$ cat src/rtl/mem_access_stage_if.sv
// EX->MEM hand-off, data-memory port and writeback record of the MEM stage.
// The slave modport is the stage's view of the bundle; the master modport is the environment's view.
interface mem_access_stage_if;
    logic        i_valid;
    logic        o_ready;
    logic [31:0] i_alu_out;
    logic [31:0] i_rd2;
    logic [2:0]  i_func3;
    logic        i_mem_read;
    logic        i_mem_write;
    logic [4:0]  i_rd;
    logic        i_reg_write;
    logic        o_dmem_req;
    logic        o_dmem_we;
    logic [31:0] o_dmem_addr;
    logic [31:0] o_dmem_wdata;
    logic [3:0]  o_dmem_be;
    logic        i_dmem_ack;
    logic [31:0] i_dmem_rdata;
    logic        o_wb_valid;
    logic        o_wb_reg_write;
    logic [4:0]  o_wb_rd;
    logic [31:0] o_wb_data;
    logic        o_exc;

    modport slave (
        input  i_valid, i_alu_out, i_rd2, i_func3, i_mem_read, i_mem_write, i_rd, i_reg_write,
        input  i_dmem_ack, i_dmem_rdata,
        output o_ready, o_dmem_req, o_dmem_we, o_dmem_addr, o_dmem_wdata, o_dmem_be,
        output o_wb_valid, o_wb_reg_write, o_wb_rd, o_wb_data, o_exc
    );

    modport master (
        output i_valid, i_alu_out, i_rd2, i_func3, i_mem_read, i_mem_write, i_rd, i_reg_write,
        output i_dmem_ack, i_dmem_rdata,
        input  o_ready, o_dmem_req, o_dmem_we, o_dmem_addr, o_dmem_wdata, o_dmem_be,
        input  o_wb_valid, o_wb_reg_write, o_wb_rd, o_wb_data, o_exc
    );
endinterface

$ cat src/rtl/mem_access_stage.sv
// RV32 MEM stage: load/store alignment, byte enables, load extension and a
// req/ack data-memory handshake with a bus timeout; one registered writeback per op.
module mem_access_stage #(
    parameter logic [7:0] DMEM_TIMEOUT = 8'd255
) (
    input  logic                  i_clk,
    input  logic                  i_reset,
    mem_access_stage_if.slave     bus
);
    typedef enum logic [0:0] {S_IDLE = 1'b0, S_ACCESS = 1'b1} state_t;

    state_t      state_q, state_d;
    logic [31:0] addr_q, addr_d;
    logic [31:0] wdata_q, wdata_d;
    logic [3:0]  be_q, be_d;
    logic        we_q, we_d;
    logic [2:0]  func3_q, func3_d;
    logic [1:0]  off_q, off_d;
    logic        rw_q, rw_d;
    logic [7:0]  cnt_q, cnt_d;
    logic        wb_valid_q, wb_valid_d;
    logic        wb_rw_q, wb_rw_d;
    logic [4:0]  wb_rd_q, wb_rd_d;
    logic [31:0] wb_data_q, wb_data_d;
    logic        exc_q, exc_d;
    logic        legal_s, misaligned_s, op_exc_s, timeout_s;

    function automatic logic [3:0] store_be(input logic [2:0] f3, input logic [1:0] off);
        case (f3)
            3'b000:  store_be = 4'b0001 << off;
            3'b001:  store_be = 4'b0011 << off;
            default: store_be = 4'b1111;
        endcase
    endfunction

    function automatic logic [31:0] store_wdata(input logic [2:0] f3, input logic [31:0] rd2);
        case (f3)
            3'b000:  store_wdata = {4{rd2[7:0]}};
            3'b001:  store_wdata = {2{rd2[15:0]}};
            default: store_wdata = rd2;
        endcase
    endfunction

    function automatic logic [31:0] load_extract(input logic [2:0] f3, input logic [1:0] off,
                                                 input logic [31:0] rdata);
        logic [31:0] shifted;
        logic [15:0] half;
        shifted = rdata >> {off, 3'b000};
        half    = off[1] ? rdata[31:16] : rdata[15:0];
        case (f3)
            3'b000:  load_extract = {{24{shifted[7]}}, shifted[7:0]};
            3'b001:  load_extract = {{16{half[15]}}, half};
            3'b100:  load_extract = {24'd0, shifted[7:0]};
            3'b101:  load_extract = {16'd0, half};
            default: load_extract = rdata;
        endcase
    endfunction

    // Width legality and alignment of the op presented on the EX->MEM inputs.
    always_comb begin
        legal_s      = 1'b0;
        misaligned_s = 1'b0;
        case (bus.i_func3)
            3'b000, 3'b001, 3'b010: legal_s = 1'b1;
            3'b100, 3'b101:         legal_s = bus.i_mem_read;
            default:                legal_s = 1'b0;
        endcase
        case (bus.i_func3[1:0])
            2'b01:   misaligned_s = bus.i_alu_out[0];
            2'b10:   misaligned_s = (bus.i_alu_out[1:0] != 2'b00);
            default: misaligned_s = 1'b0;
        endcase
        op_exc_s  = (bus.i_mem_read & bus.i_mem_write) | ~legal_s | misaligned_s;
        // cnt_q counts completed wait cycles, so the limit is hit on the DMEM_TIMEOUT-th req cycle.
        timeout_s = (DMEM_TIMEOUT != 8'd0) && (({1'b0, cnt_q} + 9'd1) == {1'b0, DMEM_TIMEOUT});
    end

    // Next-state and writeback record selection.
    always_comb begin
        state_d    = state_q;
        addr_d     = addr_q;
        wdata_d    = wdata_q;
        be_d       = be_q;
        we_d       = we_q;
        func3_d    = func3_q;
        off_d      = off_q;
        rw_d       = rw_q;
        cnt_d      = cnt_q;
        wb_valid_d = 1'b0;
        wb_rw_d    = 1'b0;
        wb_rd_d    = wb_rd_q;
        wb_data_d  = wb_data_q;
        exc_d      = 1'b0;
        case (state_q)
            S_IDLE: begin
                if (bus.i_valid) begin
                    wb_rd_d = bus.i_rd;
                    if (!bus.i_mem_read && !bus.i_mem_write) begin
                        wb_valid_d = 1'b1;
                        wb_data_d  = bus.i_alu_out;
                        wb_rw_d    = bus.i_reg_write;
                    end else if (op_exc_s) begin
                        wb_valid_d = 1'b1;
                        wb_data_d  = 32'd0;
                        exc_d      = 1'b1;
                    end else begin
                        state_d = S_ACCESS;
                        addr_d  = {bus.i_alu_out[31:2], 2'b00};
                        off_d   = bus.i_alu_out[1:0];
                        we_d    = bus.i_mem_write;
                        func3_d = bus.i_func3;
                        rw_d    = bus.i_reg_write;
                        cnt_d   = 8'd0;
                        be_d    = bus.i_mem_write ? store_be(bus.i_func3, bus.i_alu_out[1:0]) : 4'b1111;
                        wdata_d = bus.i_mem_write ? store_wdata(bus.i_func3, bus.i_rd2) : 32'd0;
                    end
                end else begin
                    state_d = S_IDLE;
                end
            end
            S_ACCESS: begin
                if (bus.i_dmem_ack) begin
                    state_d    = S_IDLE;
                    wb_valid_d = 1'b1;
                    if (we_q) begin
                        wb_data_d = 32'd0;
                    end else begin
                        wb_data_d = load_extract(func3_q, off_q, bus.i_dmem_rdata);
                        wb_rw_d   = rw_q;
                    end
                end else if (timeout_s) begin
                    state_d    = S_IDLE;
                    wb_valid_d = 1'b1;
                    wb_data_d  = 32'd0;
                    exc_d      = 1'b1;
                end else begin
                    cnt_d = cnt_q + 8'd1;
                end
            end
            default: state_d = S_IDLE;
        endcase
    end

    // State and output registers; reset discards any in-flight access.
    always_ff @(posedge i_clk or posedge i_reset) begin
        if (i_reset) begin
            state_q    <= S_IDLE;
            addr_q     <= 32'd0;
            wdata_q    <= 32'd0;
            be_q       <= 4'd0;
            we_q       <= 1'b0;
            func3_q    <= 3'd0;
            off_q      <= 2'd0;
            rw_q       <= 1'b0;
            cnt_q      <= 8'd0;
            wb_valid_q <= 1'b0;
            wb_rw_q    <= 1'b0;
            wb_rd_q    <= 5'd0;
            wb_data_q  <= 32'd0;
            exc_q      <= 1'b0;
        end else begin
            state_q    <= state_d;
            addr_q     <= addr_d;
            wdata_q    <= wdata_d;
            be_q       <= be_d;
            we_q       <= we_d;
            func3_q    <= func3_d;
            off_q      <= off_d;
            rw_q       <= rw_d;
            cnt_q      <= cnt_d;
            wb_valid_q <= wb_valid_d;
            wb_rw_q    <= wb_rw_d;
            wb_rd_q    <= wb_rd_d;
            wb_data_q  <= wb_data_d;
            exc_q      <= exc_d;
        end
    end

    assign bus.o_ready        = (state_q == S_IDLE);
    assign bus.o_dmem_req     = (state_q == S_ACCESS);
    assign bus.o_dmem_we      = we_q;
    assign bus.o_dmem_addr    = addr_q;
    assign bus.o_dmem_wdata   = wdata_q;
    assign bus.o_dmem_be      = be_q;
    assign bus.o_wb_valid     = wb_valid_q;
    assign bus.o_wb_reg_write = wb_rw_q;
    assign bus.o_wb_rd        = wb_rd_q;
    assign bus.o_wb_data      = wb_data_q;
    assign bus.o_exc          = exc_q;
endmodule

$ cat src/flat_wrapper.sv
// flat-port wrapper written by rule: the top's interface ports become plain ports
module mem_access_stage_flat 
#(
    parameter logic [7:0] DMEM_TIMEOUT = 8'd255
)
  (i_clk, i_reset, bus_i_valid, bus_i_alu_out, bus_i_rd2, bus_i_func3, bus_i_mem_read, bus_i_mem_write, bus_i_rd, bus_i_reg_write, bus_i_dmem_ack, bus_i_dmem_rdata, bus_o_ready, bus_o_dmem_req, bus_o_dmem_we, bus_o_dmem_addr, bus_o_dmem_wdata, bus_o_dmem_be, bus_o_wb_valid, bus_o_wb_reg_write, bus_o_wb_rd, bus_o_wb_data, bus_o_exc);
  mem_access_stage_if bus_i ();
  input  logic i_clk;
  input  logic i_reset;
  input wire logic [$bits(bus_i.i_valid)-1:0] bus_i_valid;
  input wire logic [$bits(bus_i.i_alu_out)-1:0] bus_i_alu_out;
  input wire logic [$bits(bus_i.i_rd2)-1:0] bus_i_rd2;
  input wire logic [$bits(bus_i.i_func3)-1:0] bus_i_func3;
  input wire logic [$bits(bus_i.i_mem_read)-1:0] bus_i_mem_read;
  input wire logic [$bits(bus_i.i_mem_write)-1:0] bus_i_mem_write;
  input wire logic [$bits(bus_i.i_rd)-1:0] bus_i_rd;
  input wire logic [$bits(bus_i.i_reg_write)-1:0] bus_i_reg_write;
  input wire logic [$bits(bus_i.i_dmem_ack)-1:0] bus_i_dmem_ack;
  input wire logic [$bits(bus_i.i_dmem_rdata)-1:0] bus_i_dmem_rdata;
  output wire logic [$bits(bus_i.o_ready)-1:0] bus_o_ready;
  output wire logic [$bits(bus_i.o_dmem_req)-1:0] bus_o_dmem_req;
  output wire logic [$bits(bus_i.o_dmem_we)-1:0] bus_o_dmem_we;
  output wire logic [$bits(bus_i.o_dmem_addr)-1:0] bus_o_dmem_addr;
  output wire logic [$bits(bus_i.o_dmem_wdata)-1:0] bus_o_dmem_wdata;
  output wire logic [$bits(bus_i.o_dmem_be)-1:0] bus_o_dmem_be;
  output wire logic [$bits(bus_i.o_wb_valid)-1:0] bus_o_wb_valid;
  output wire logic [$bits(bus_i.o_wb_reg_write)-1:0] bus_o_wb_reg_write;
  output wire logic [$bits(bus_i.o_wb_rd)-1:0] bus_o_wb_rd;
  output wire logic [$bits(bus_i.o_wb_data)-1:0] bus_o_wb_data;
  output wire logic [$bits(bus_i.o_exc)-1:0] bus_o_exc;
  assign bus_i.i_valid = bus_i_valid;
  assign bus_i.i_alu_out = bus_i_alu_out;
  assign bus_i.i_rd2 = bus_i_rd2;
  assign bus_i.i_func3 = bus_i_func3;
  assign bus_i.i_mem_read = bus_i_mem_read;
  assign bus_i.i_mem_write = bus_i_mem_write;
  assign bus_i.i_rd = bus_i_rd;
  assign bus_i.i_reg_write = bus_i_reg_write;
  assign bus_i.i_dmem_ack = bus_i_dmem_ack;
  assign bus_i.i_dmem_rdata = bus_i_dmem_rdata;
  assign bus_o_ready = bus_i.o_ready;
  assign bus_o_dmem_req = bus_i.o_dmem_req;
  assign bus_o_dmem_we = bus_i.o_dmem_we;
  assign bus_o_dmem_addr = bus_i.o_dmem_addr;
  assign bus_o_dmem_wdata = bus_i.o_dmem_wdata;
  assign bus_o_dmem_be = bus_i.o_dmem_be;
  assign bus_o_wb_valid = bus_i.o_wb_valid;
  assign bus_o_wb_reg_write = bus_i.o_wb_reg_write;
  assign bus_o_wb_rd = bus_i.o_wb_rd;
  assign bus_o_wb_data = bus_i.o_wb_data;
  assign bus_o_exc = bus_i.o_exc;
  mem_access_stage #(.DMEM_TIMEOUT(DMEM_TIMEOUT)) u_core (.i_clk(i_clk), .i_reset(i_reset), .bus(bus_i));
endmodule
$ cat config.mk
export PLATFORM = sky130hd
export DESIGN_NAME = mem_access_stage_flat
export DESIGN_NICKNAME = d
export VERILOG_FILES = /design/src/rtl/mem_access_stage_if.sv /design/src/rtl/mem_access_stage.sv /design/src/flat_wrapper.sv
export SDC_FILE = /design/constraint.sdc
export NUM_CORES = 1
export LEC_CHECK = 0
export CAP_MARGIN = 25
export CORE_ASPECT_RATIO = 1.2
export CORE_UTILIZATION = 45
export CTS_CLUSTER_SIZE = 40
export DETAILED_ROUTE_END_ITERATION = 10
export PLACE_DENSITY = 0.87
export SYNTH_ARGS = -nofsm -noshare
export SYNTH_HDL_FRONTEND = slang
export SYNTH_SLANG_ARGS = --single-unit
$ cat constraint.sdc
create_clock -name i_clk -period 10.4 [get_ports i_clk]
set_input_delay 2.08 -clock i_clk [delete_from_list [all_inputs] [get_ports i_clk]]
set_output_delay 2.08 -clock i_clk [all_outputs]
set_load 0.02 [all_outputs]
---- Yosys cells after proc, flatten, opt, wreduce, memory -nomap -nowiden ----
Index checks and enable logic that the tools add are counted.
operators by class
  $add $sub $neg .......................... 2
  muxes and demuxes ....................... 42
  equal/unequal tests ..................... 17
  reductions and logical operators ........ 12
  bitwise operators ....................... 7
  shift operators ......................... 3
operators with widths
  operator             count
  $mux 32              7
  $pmux 32 s2          2
  $pmux 32 s4          1
  $mux 8               5
  $shr 32x5->8         1
  $mux 1               17
  $mux 16              1
  $pmux 8 s2           1
  $eq 3x3->1 const B   4
  $pmux 1 s2           6
  $ne 2x2->1 const B   5
  $add 8x1->9 const B  1
  $eq 9x8->1 const B   1
  $add 8x1->8 const B  1
  $pmux 4 s2           1
  $eq 3x1->1 const B   2
  $logic_not 3->1      2
  $reduce_and 5->1     1
  $mux 4               1
  $not 1->1            4
  $reduce_and 4->1     1
  $shl 1x2->4 const A  1
  $shl 2x2->4 const A  1
  $eq 3x2->1 const B   1
  13 further kinds     15
storage, ports and cells
  logic and storage cells ................. 97
  bits in registers ....................... 122
  input bits .............................. 111

---- Logic depth before layout (Yosys ltp) ----
Gate-level depths: netlist of the first run.
  depth in word-level cells ............... 10
  depth in mapped cells ................... 9
  gate-level depth less buffers ........... 8

---- Worst setup path before layout of the first run ----
OpenSTA, ideal clock, no wires.
  path kind ............................... input -> register
  from .................................... input port bus_i_func3[0]
  to ...................................... register u_core.wb_data_q[0] (netlist: u_core.bus.o_wb_data[0])
  path buffers ............................ 1
  library setup time ...................... 0.125 ns
  arrival ................................. 3.568 ns
  slack ................................... 6.707 ns
  stages .................................. 8
  cell sequence ........................... inv_1 > ha_1 > o211ai_1 > o2111a_1 > a21boi_0 > o21ai_4 > buf_6 > mux2_2
between the ends
  longest elaborated chain between the ends .. 8
  elaborated cells between the ends (all ways) .. 16
RTL lines
  element                                                    line                     text
  from (decl)                                                flat_wrapper.sv:13       input wire logic [$bits(bus_i.i_func3)-1:0] bus_i_func3;
  $eq 3x2->1 (tied with other cells)                         mem_access_stage.sv:63   case (bus.i_func3)
  $reduce_or 3->1 / $reduce_or 2->1 (equally long branches)  mem_access_stage.sv:63
  $pmux 1 s2                                                 mem_access_stage.sv:63
  $not 1->1                                                  mem_access_stage.sv:73   op_exc_s = (bus.i_mem_read & bus.i_mem_write) | ~legal_s | misaligned_s;
  $or 1x1->1                                                 mem_access_stage.sv:73
  $or 1x1->1 (*)                                             mem_access_stage.sv:73
  $ne 3x1->1 (no source line) (*)                            n/a
  $reduce_and 3->1 (no source line) (*)                      n/a
  to (signal assigned)                                       mem_access_stage.sv:174  wb_data_q <= wb_data_d;
  to (decl)                                                  mem_access_stage.sv:24   logic [31:0] wb_data_q, wb_data_d;
Every way passes the cells marked *; elsewhere a longest branch is shown, timed or not.
A chain may end at the register's enable or synchronous reset.

---- Worst setup path after layout of the first run ----
  from .................................... input port bus_i_func3[1]
  to ...................................... register u_core.cnt_q[2]
between the ends
  longest elaborated chain between the ends .. 8
  elaborated cells between the ends (all ways) .. 16
RTL lines
  element                                                    line                     text
  $eq 3x2->1 (tied with other cells)                         mem_access_stage.sv:63
  $reduce_or 3->1 / $reduce_or 2->1 (equally long branches)  mem_access_stage.sv:63
  $pmux 1 s2                                                 mem_access_stage.sv:63
  $not 1->1                                                  mem_access_stage.sv:73
  $or 1x1->1                                                 mem_access_stage.sv:73
  $or 1x1->1 (*)                                             mem_access_stage.sv:73
  $ne 2x2->1 (no source line) (*)                            n/a
  $reduce_and 5->1 (no source line) (*)                      n/a
  to (signal assigned)                                       mem_access_stage.sv:170  cnt_q <= cnt_d;
  to (decl)                                                  mem_access_stage.sv:20   logic [7:0] cnt_q, cnt_d;
Marked as above.

==> reports/summary.md, run 1 <==
The count of yosys warnings during synthesis was 0. Across the VDD grid, the largest voltage drop is 0.113 mV. The top flip-flop cell by instance count after synthesis is sky130_fd_sc_hd__dfrtp_1. The filler cells instantiated in the layout total 950. The count of input and output buffers was 219; the via count of the first global-routing pass was 5,585.

Counting every instance in the synthesized netlist gives 577. The path depth of the worst reg2reg path is 5. Setup violations remaining at the end of the flow were counted as 0.

The top cell type by total area after synthesis is sky130_fd_sc_hd__dfrtp_1. Of all nets on the critical path, the largest fanout is 65. The die span in y is 129 um.

Grouping stages by cell kind, the critical path spends the most delay in compound AO/OA/AOI/OAI gates. The total routing usage reported by global routing was 27.0%. The number of hold violations in the final report is 0. The path type of the worst min-delay path was flop to flop. Relative to the synthesized area, the layout overhead comes to 49.5%. The logs give 32.4% for the clock network fraction of design power and 966 for the non-filler instance count after layout.

The run gives 0 ns as the setup TNS. From left edge to right edge, the die measures 108 um. Once routing completed, OpenROAD measured the worst setup slack at 5.28 ns. The clock arrives with 0.00805 ns of skew. Starting utilization of the core area: 46.0%. In the routed design, unresolved DRC markers number 0. The fraction of final layout cells sized beyond drive strength 1 was 14.7%; the cell depth of the worst min-delay path was 2. The congestion estimate from routability-driven global placement came to 0.904.

The mapped netlist covers 6070 um2. The initial antenna violation count came out at 0. In the finished design, the share of the clock period the worst path needs comes to 49.2%. At the worst endpoint, the required time is 10.68 ns. The run gives 901 as the number of nets in the layout. Cts-stage hold buffer count: 0. The root buffer cell chosen for the clock tree is sky130_fd_sc_hd__clkbuf_16. 0 antenna diodes ended up in the layout.

The first global-routing pass estimated 28,500 um of wire. A synthesized cell averages 10.5 um2. The run gives 932 as the number of instances in the placed design. The worst pin sits at a relative slew slack of 28.3%. The H-tree was split into 4 levels. The tools report the area of the placeable core as 13,200 um2. After clock tree synthesis, the clock-pin slew on the worst setup and hold paths is 0.06 ns. After clock tree synthesis, the setup repair step added 0 buffers. The internal portion of the total power is 1310 uW.

In this run, distinct cell masters in the synthesized netlist total 48. The run gives 4.92 ns as the setup slack after placement. The run gives 76 as the pin count of the biggest net entering global routing. On the worst path, the slowest cell contributes a delay of 0.55 ns. The routed layout has 5,510 vias.

The critical path is of the input port to flop type. Setup repair after global routing left no endpoint under its margin. The detail route stage leaves a number of antenna-violating nets equal to 0. The clock passes through at most 2 buffers. Summing the sequential cell areas from Yosys gives 50.3% of the chip area. The logs give 0.41 ns for the clock network latency to the later pin of the worst-skew pair and 33.9% for the portion of total power attributed to combinational logic. After legalization and detailed placement, the total HPWL measured 13,800 um. TritonCTS built the clock tree.

Count of clock tree sinks: 122. In the synthesized netlist the async set-or-reset flop fraction comes to 100%. Traced cell by cell, the critical path runs through clkdlybuf4s50_1 > inv_1 > ha_1 > o211ai_1 > o2111a_1 > nand3_4 > buf_4 > a21o_1 > a221o_1.

Yosys attributes the largest share of cell area to sky130_fd_sc_hd__dfrtp_1, sky130_fd_sc_hd__mux2_2, sky130_fd_sc_hd__nand2_1, sky130_fd_sc_hd__o21ai_0, sky130_fd_sc_hd__a21o_1. The tools report the sort of element at the start of the critical path as an input port. Sorting the synthesized cells by how often they occur yields sky130_fd_sc_hd__dfrtp_1, sky130_fd_sc_hd__nand2_1, sky130_fd_sc_hd__mux2_2. The power per cell area was 214 nW/um2.

The portion of total power attributed to sequential cells is 33.8%, and the share of the synthesized area in the top cell type is 50.3%. For this block, the initial DRC count from the detailed router was 333. The run finished with clean final reports. Leakage power summed over all cells: 0.00395 uW. Number of register bits inferred by synthesis: 122.

In this run the power spent charging and discharging nets is 628 uW. Together, buffers and inverters on the worst path number 3. Before antenna repair, the detailed router went through 5 iterations. The run gives 195 MHz as the maximum clock frequency. Global routing finished with a remaining overflow of 0. In this run, CTS created clock tree buffers numbering 17. For this block, the routed nets add up to 18,600 um of wire. The arrival time of data at the critical path endpoint is 5.40 ns. For the max-capacitance violation count, the log shows 0. The die covers 13,900 um2. STA classifies the critical path endpoint as a flop. Net switching is 32.3% of the power. Row generation in the floorplan step produced 46 rows. The post-CTS resize count was 0.

For the pin with the worst max-slew slack, the measured transition is 1.07 ns. After detailed routing, the average wire length per cell comes to 19.3 um. The via density per instance was 5.70; the path length in cells of the critical path was 9. The final critical path time including I/O delays and setup came out at 5.12 ns. The most frequent cell after synthesis is sky130_fd_sc_hd__dfrtp_1. The number of max-slew violations in the final report came out at 0.

The standard cell with the maximum stage delay on the critical path is sky130_fd_sc_hd__clkdlybuf4s50_1. Number of enable flip-flop cells after synthesis: 0. For the I/O pin count, the log shows 222.
==> path summary, 6_finish.rpt <==
path                                                         from                                endpoint  slack (ns)
max                                                bus_i_func3[1]             u_core.cnt_q[2]$_DFFE_PP0P_        5.28
min                        u_core.bus.o_dmem_wdata[0]$_DFFE_PP0P_  u_core.bus.o_dmem_wdata[0]$_DFFE_PP0P_        0.49
max reg2reg                       u_core.bus.o_dmem_req$_DFF_PP0_             u_core.cnt_q[2]$_DFFE_PP0P_        7.18
min reg2reg                u_core.bus.o_dmem_wdata[0]$_DFFE_PP0P_  u_core.bus.o_dmem_wdata[0]$_DFFE_PP0P_        0.49
max in group asynchronous                                 i_reset       u_core.bus.o_wb_rd[3]$_DFFE_PP0P_        7.34
min in group asynchronous                                 i_reset   u_core.bus.o_dmem_addr[6]$_DFFE_PP0P_        2.10
==> placed cells by master (no fill, tap or decap), drive strengths merged, types with 8 or more instances in the layout <==
cell and instances:
o21ai 52, dfrtp 122, o22ai 8, clkbuf 18, o31ai 15, inv 35, clkdlybuf4s50 219, a21oi 24
a221oi 8, buf 8, nand2 70, a22oi 17, a21o 19, nor2 16, mux2 69, mux2i 10
a22o 16
==> per-stage QoR <==
stage	hold slack [ns]	area, um2	utilization (%)	power, uW
after floorplan	0.473	6070	-	992
after global placement	0.461	8350	63.4	1280
after detailed placement	0.469	8380	63.6	1310
after CTS	0.493	9020	68.4	1940
after global routing	0.511	9070	68.8	2020
final	0.487	9070	68.8	1940
==> cells by family (layout without fill, tap and decap cells) <==
kind of cell / after synthesis / in the layout / synth area share (%)
other: 1 / 2 / 0.0618
xor gates and xnor gates: 4 / 4 / 0.578
adders and majority gates: 6 / 6 / 1.20
AOI/OAI and AO/OA: 169 / 169 / 18.9
and+or+nand+nor: 123 / 123 / 9.12
DFF: 122 / 122 / 50.3
muxes: 80 / 80 / 14.9
buffers and inverters: 72 / 292 / 4.93
==> state kept, by name, summed over array words and instances, names as in the netlist <==
signal	flops
u_core.cnt_q	8
u_core.bus.o_wb_data	32
u_core.bus.o_dmem_wdata	32
u_core.off_q	2
u_core.bus.o_dmem_req	1
u_core.bus.o_exc	1
u_core.bus.o_dmem_we	1
u_core.bus.o_wb_reg_write	1
u_core.bus.o_wb_rd	5
u_core.bus.o_wb_valid	1
u_core.rw_q	1
u_core.func3_q	3
u_core.bus.o_dmem_be	4
u_core.bus.o_dmem_addr	30
==> power by group through the flow <==
stage	Combinational, uW	Sequential, uW	Clock, uW
2_1_floorplan	235	757	0
3_3_place_gp	618	661	0
3_5_place_dp	639	670	0
4_1_cts	642	664	635
5_1_grt	700	666	658
6_report	658	656	629
==> per-layer routing <==
metal / vias to the layer above / global-route usage (%) / share of wire [%]
met5: - / 0 / 0
met1: 2640 / 30.1 / 37
li1: 2483 / - / -
met4: 0 / 14.7 / 4.6
met2: 323 / 46.9 / 50
met3: 64 / 7.09 / 8.1
==> area by class of cell <==
cell class | instances | area (um2) | area share [%]
clock buffer | 18 | 439 | 4.84
clock inverter | 14 | 195 | 2.15
timing repair buffer | 227 | 2310 | 25.5
tap | 168 | 210 | 2.32
inverter | 33 | 126 | 1.39
multi-input combinational | 384 | 2740 | 30.2
sequential | 122 | 3050 | 33.7
==> worst reg2reg max path, stage by stage, from the launching register on <==
cell and delay [ns]:
sky130_fd_sc_hd__dfrtp_1 0.49, sky130_fd_sc_hd__nor2b_1 0.71, sky130_fd_sc_hd__nand3_4 0.56, sky130_fd_sc_hd__buf_4 0.53
sky130_fd_sc_hd__a21o_1 0.44, sky130_fd_sc_hd__a221o_1 0.37
No activity file was read; power rests on OpenSTA's default activity.
==> run 2: changes to the inputs <==
clock period = 5.2 ns   (was 10.4 ns; I/O delays follow)
==> reports/summary.md, run 2 (synthesis results as in run 1) <==
The flow ran to the end, and the final reports show no timing, DRC or antenna violations. The clock passes through at most 2 buffers. The global route total overflow is 0. The final period utilization was 72.6%; the area of the placeable core was 13,200 um2. The library cell used as clock root buffer was sky130_fd_sc_hd__clkbuf_16. The tool flagged a number of max-cap violations equal to 0. The number of max-slew violations in the final report was 0. The logs give 5 for the iteration count of the initial detailed-routing pass and 29.1% for the normalized max-slew margin. Gates resized during post-CTS repair numbered 0. From synthesis to final layout, the design area changed by 48.8%. The classification of the worst setup path was input port to flop.

The path depth of the worst reg2reg path works out to 4. During I/O placement, the number of pins put on the boundary was 222. The setup TNS came out at 0 ns.

The run gives 122 as the count of clock tree sinks. The via count of the first global-routing pass was 5,723. TritonCTS built the clock tree. The number of nets in the layout was 902. The kind of cell with the highest combined delay on the critical path is compound AO/OA/AOI/OAI gates. The number of hold violations in the final report came out at 0. The run gives 0 as the initial antenna violation count.

The die area is 13,900 um2, and the number of remaining DRC errors is 0. The cts-stage hold buffer count is 0, and the die span in y is 129 um. Data on the critical path is required at its endpoint by 5.53 ns.

The tools report the sort of element at the start of the critical path as an input port. Post-CTS setup-driven buffer insertion count: 0. The critical path contains buffers and inverters numbering 3 combined.

Power spread over the standard cell area amounts to 428 nW/um2. Hold is met by 0.480 ns. Fraction of final layout cells sized beyond drive strength 1: 14.8%. The initial utilization of the core area, before any placement, comes to 46.0%. The final weighted congestion in routability-driven placement was 0.924.

The tools report the destination of the worst register-to-register timing path as u_core.bus.o_dmem_addr[2]$_DFFE_PP0P_. The detail route stage leaves a number of antenna-violating nets equal to 0. At the pin with the least slew margin, the transition time is 1.06 ns. The startpoint identified for the worst hold timing path is u_core.bus.o_dmem_wdata[1]$_DFFE_PP0P_. The first-iteration detailed-routing DRC count came out at 334. Entering global routing, the biggest net connects 62 pins.

The startpoint identified for the worst register-to-register timing path is u_core.bus.o_dmem_req$_DFF_PP0_. After filler insertion, the fill cell instance count of the layout stands at 951. Leaving out filler cells and counting taps, the final layout contains 967.

Most common cell after layout, fill and taps aside: sky130_fd_sc_hd__clkdlybuf4s50_1. Setup violations remaining at the end of the flow were counted as 0. For hold timing, the worst endpoint is u_core.bus.o_dmem_wdata[1]$_DFFE_PP0P_.

The run gives 0.41 ns as the clock network latency to the later pin of the worst-skew pair. The worst voltage drop across the vdd grid came out at 0.216 mV. The logs give 0 for the antenna diode count and 2.47 ns for the reg-to-reg setup timing slack.

Including well taps, the total number of placed cells is 934. The clock slew at the register clock pins of the worst setup and hold paths was 0.06 ns; the worst clock skew on the final layout was 0.00847 ns. The leakage power summed over all cells is 0.00393 uW. The largest single stage delay on the critical path is 0.71 ns. Dividing the detail-routed via count by the number of cells gives 5.78. The die span in x was 108 um.

The path type of the worst min-delay path is flop to flop. Derived from the worst setup path, the maximum achievable clock frequency is 265 MHz. The total number of H-tree levels is 4. The arrival time of data at the critical path endpoint came out at 4.10 ns. The type of destination of the critical path is a flop.

The total routing usage reported by global routing came out at 27.9%. The aggregate routed wire length was 19,100 um. The first global-routing pass estimated 29,400 um of wire. Clock tree synthesis inserted a total of 17 buffers.

The signal on the critical path passes through clkdlybuf4s50_1 > inv_1 > ha_1 > o211ai_1 > o2111a_1 > a21boi_0 > o21ai_4 > buf_4 > mux2i_1. Total power for the finished layout comes to 3860 uW. Setup repair after global routing left no endpoint under its margin. For the sum of net half-perimeters after detailed placement, the log shows 14,000 um.

The slowest stage of the critical path belongs to the cell sky130_fd_sc_hd__o21ai_4. In the layout the commonest cells are sky130_fd_sc_hd__clkdlybuf4s50_1, sky130_fd_sc_hd__dfrtp_1, sky130_fd_sc_hd__nand2_1, sky130_fd_sc_hd__mux2_2, sky130_fd_sc_hd__o21ai_0. The largest fanout of any net on the critical path came out at 24.

After detailed placement, the total cell area comes to 8380 um2. The floorplan has 46 rows. The cell depth of the worst min-delay path was 2. The routed wirelength normalized by instance count is 19.7 um. The final critical path time including I/O delays and setup works out to 3.77 ns. The final design instance area without fill came out at 9020 um2.

In this run the tool buffered the top-level ports with 219 buffer cells. For this block, the via count after detailed routing is 5,592.
## run 2: cell count changes in the layout (fill, tap and decap cells not counted)
cell,delta
sky130_fd_sc_hd__buf_16,-2
sky130_fd_sc_hd__bufinv_16,-1
sky130_fd_sc_hd__buf_4,+3
sky130_fd_sc_hd__clkinv_2,-2
sky130_fd_sc_hd__clkinv_4,-2
sky130_fd_sc_hd__inv_6,+5
## run 2: how the worst max path moves through the flow
stage                        start                                endpoint  slack, ns  cells past startpoint
floorplan                  i_reset  u_core.bus.o_dmem_addr[10]$_DFFE_PP0P_       0.92                      1
global route        bus_i_func3[1]    u_core.bus.o_wb_data[11]$_DFFE_PP0P_       1.20                      9
global placement    bus_i_func3[1]    u_core.bus.o_wb_data[11]$_DFFE_PP0P_       1.26                      9
CTS                 bus_i_func3[1]    u_core.bus.o_wb_data[15]$_DFFE_PP0P_       1.46                      9
detailed placement  bus_i_func3[1]    u_core.bus.o_wb_data[11]$_DFFE_PP0P_       1.05                      9
finish              bus_i_func3[1]     u_core.bus.o_wb_data[7]$_DFFE_PP0P_       1.43                      9
## run 2: cell type report
cell class | instances | area (um2) | area share (%)
Inverter | 33 | 126 | 1.40
Timing Repair Buffer | 228 | 2280 | 25.3
Clock buffer | 18 | 439 | 4.87
Multi-Input combinational cell | 384 | 2740 | 30.3
Clock inverter | 14 | 181 | 2.01
Sequential cell | 122 | 3050 | 33.8
Tap cell | 168 | 210 | 2.33
## run 2: metrics by stage
stage | utilization (%) | setup WS [ns]
after detailed placement | 63.6 | 1.05
after global placement | 63.6 | 1.26
after global routing | 68.5 | 1.20
after floorplan | - | 0.917
final | 68.5 | 1.43
after CTS | 68.3 | 1.46
## run 2: worst min-delay path: cells and delay by family, from the launching register on
family          cells  cell delay (ns)
flops               1             0.34
compound gates      1             0.06
simple gates        1             0.05
## run 2: routing by layer
layer | GRT usage [%] | wire, um | up-vias
li1 | - | - | 2477
met1 | 31.2 | 6840 | 2709
met2 | 49.0 | 9680 | 343
met3 | 6.94 | 1760 | 63
met4 | 14.1 | 824 | 0
met5 | 0 | 0 | -
## run 2: power by group
part / leakage, uW / internal, uW / switching, uW
logic: 0.00206 / 649 / 663
registers: 0.00156 / 1160 / 154
clock network: 0.000303 / 778 / 462
total: 0.00393 / 2580 / 1280
==> run 3: changes to the inputs <==
CORE_UTILIZATION = 41   (was 45)
PLACE_DENSITY = 0.84   (was 0.87)
clock period = 3.3 ns   (was 5.2 ns; I/O delays follow)
==> reports/summary.md, run 3 (synthesis results as in run 1) <==
The final design instance area without fill was 9080 um2; the total number of H-tree levels was 4. The final layout contains 907 nets. No sink is reached through more buffers than the 2 on the longest clock path. After filler insertion, the fill cell instance count of the layout stands at 1,145. For the pin with the worst max-slew slack, the measured transition is 0.749 ns. The routed wirelength normalized by instance count is 18.3 um. The maximum clock frequency was 371 MHz.

The arrival time of data at the critical path endpoint is 2.99 ns, and the number of max-slew violations in the final report is 0. The critical path goes through clkdlybuf4s50_1 > inv_1 > ha_1 > o211ai_1 > o2111a_1 > a21boi_0 > o21ai_4 > buf_12 > mux2_2. The tools report the post-place instance area as 8490 um2. Setup TNS: 0 ns.

In the final layout, the share of cells above drive strength 1 is 14.6%. Across the routed clock network, the largest skew measured is 0.00763 ns. The global-route wire length before repair came out at 28,300 um. Leaving out fill and tap cells, the most frequent cells in the layout are sky130_fd_sc_hd__clkdlybuf4s50_1, sky130_fd_sc_hd__dfrtp_1, sky130_fd_sc_hd__nand2_1, sky130_fd_sc_hd__mux2_2, sky130_fd_sc_hd__o21ai_0.

The min-delay analysis places its worst path in the category flop to flop. During placement, the flow inserted port buffers numbering 219. The worst hold path was traced through 2 stages. The detailed router placed 5,310 vias in this run. The startpoint identified for the worst hold timing path is u_core.bus.o_dmem_wdata[30]$_DFFE_PP0P_. The end point of the worst hold path is u_core.bus.o_dmem_wdata[30]$_DFFE_PP0P_. Setup repair after global routing left no endpoint under its margin. Clock slew at the register clock pins of the worst setup and hold paths: 0.05 ns. The final period utilization was 81.7%; the starting utilization of the core area was 42.1%. Buffers added to address setup during post-CTS repair amount to 0.

The tools report the max-capacitance violation count as 0. The run finished with clean final reports. Registers take 3050 um2.

For the number of hold violations in the final report, the log shows 0. Detailed placement ended at an HPWL of 13,000 um. The floorplan step set the die width to 113 um. The run gives 0 as the number of remaining DRC errors. The logs give 0 for the initial antenna violation count and 0 for the global route total overflow. The post-CTS resize count is 0. The standard cell with the maximum stage delay on the critical path was sky130_fd_sc_hd__clkdlybuf4s50_1. The aggregate routed wire length came out at 17,800 um. Die area: 15,300 um2. After detailed routing, the number of vias per cell comes to 5.44. In this design, the stage delay of the slowest critical-path cell is 0.54 ns. The clock net in this run drives a total of 122 sinks. The tree is rooted in a sky130_fd_sc_hd__clkbuf_16. The path depth of the worst reg2reg path works out to 5. TritonCTS built the clock tree. The run gives 14,400 um2 as the area of the placeable core. The power per cell area came out at 659 nW/um2. Compared with the post-synthesis result, the final layout area differs by 49.8%. Leaving out fill and tap cells, the most frequent cell in the layout is sky130_fd_sc_hd__clkdlybuf4s50_1.

The number of clock buffers added by TritonCTS is 17. The floorplan step set the die height to 135 um. Before antenna repair, the detailed router went through 6 iterations. Antenna diode count: 0.

The worst setup path is launched from an input port. The final-report setup violation count was 0; the pin count of the biggest net entering global routing was 89. In this run, post-CTS hold repair placed 0 buffers.

For the final weighted congestion in routability-driven placement, the log shows 0.795. The clock network latency to the later pin of the worst-skew pair was 0.42 ns; the first-iteration detailed-routing DRC count was 319. The worst setup path is captured at a flop. Multi-input combinational cell area: 2740 um2. The data required time at the worst endpoint is 3.60 ns, and the final critical path time including I/O delays and setup is 2.70 ns. The number of cell rows came out at 48. Summed over all cells, the static leakage comes to 0.00394 uW. In this run the critical register-to-register path is launched from u_core.off_q[1]$_DFFE_PP0P_. 222 I/O pins were placed. The count of nets left with antenna violations once routing finished came out at 0. Measured against its own limit, the worst slew margin works out to 50.0%. The tools report the total routing usage reported by global routing as 24.3%. The largest fanout of any net on the critical path is 33, and the reg-to-reg setup timing slack is 0.97 ns. The classification of the worst setup path was input port to flop. The via count of the first global-routing pass was 5,337.

Across the VDD grid, the largest voltage drop is 0.309 mV. The worst register-to-register path ends at u_core.bus.o_wb_data[12]$_DFFE_PP0P_.
[run 3: final cells by class]
class                           instances  area share (%)
Inverter                               33            1.40
Sequential cell                       122            33.6
Clock buffer                           22            5.00
Multi-Input combinational cell        384            30.1
Timing Repair Buffer                  233            25.9
Tap cell                              175            2.41
Clock inverter                          8            1.60
[run 3: stage by stage]
step                      utilization, %  total power [uW]  setup WS (ns)  cells  hold slack, ns
after CTS                           63.0              6040          0.607    977           0.482
after floorplan                        -              3130           1.03    578           0.473
final                               63.0              5990          0.603    977           0.478
after global routing                63.0              6260          0.444    977           0.505
after detailed placement            58.9              4110          0.177    947           0.472
after global placement              58.8              4050          0.274    946           0.461
[run 3: worst max-delay path: cells and delay by family]
kind | cells | cell delay [ns]
muxes | 1 | 0.36
buffers and inverters | 3 | 0.89
AOI/OAI and AO/OA | 4 | 0.74
adders and majority gates | 1 | 0.30
[run 3: how the worst max path moves through the flow]
stage / startpoint / to / slack, ns / cells past startpoint
after global placement: bus_i_func3[1] / u_core.bus.o_wb_data[16]$_DFFE_PP0P_ / 0.27 / 9
after global routing: bus_i_func3[1] / u_core.bus.o_wb_data[6]$_DFFE_PP0P_ / 0.44 / 9
after floorplan: bus_i_func3[0] / u_core.bus.o_wb_data[0]$_DFFE_PP0P_ / 1.03 / 8
after detailed placement: bus_i_func3[1] / u_core.bus.o_wb_data[24]$_DFFE_PP0P_ / 0.18 / 9
after CTS: bus_i_func3[1] / u_core.bus.o_wb_data[6]$_DFFE_PP0P_ / 0.61 / 9
final: bus_i_func3[1] / u_core.bus.o_wb_data[24]$_DFFE_PP0P_ / 0.60 / 9
[run 3: power breakdown]
group          switching, uW  internal, uW
sequential               217          1820
clock                    634          1270
combinational           1020          1030
[run 3: per-layer routing]
layer,GRT usage [%],vias up,part of all wire (%)
met4,11.3,0,3.2
met2,41.1,229,50
met1,28.6,2552,39
met3,6.71,40,7.3
met5,0,-,0
li1,-,2489,-
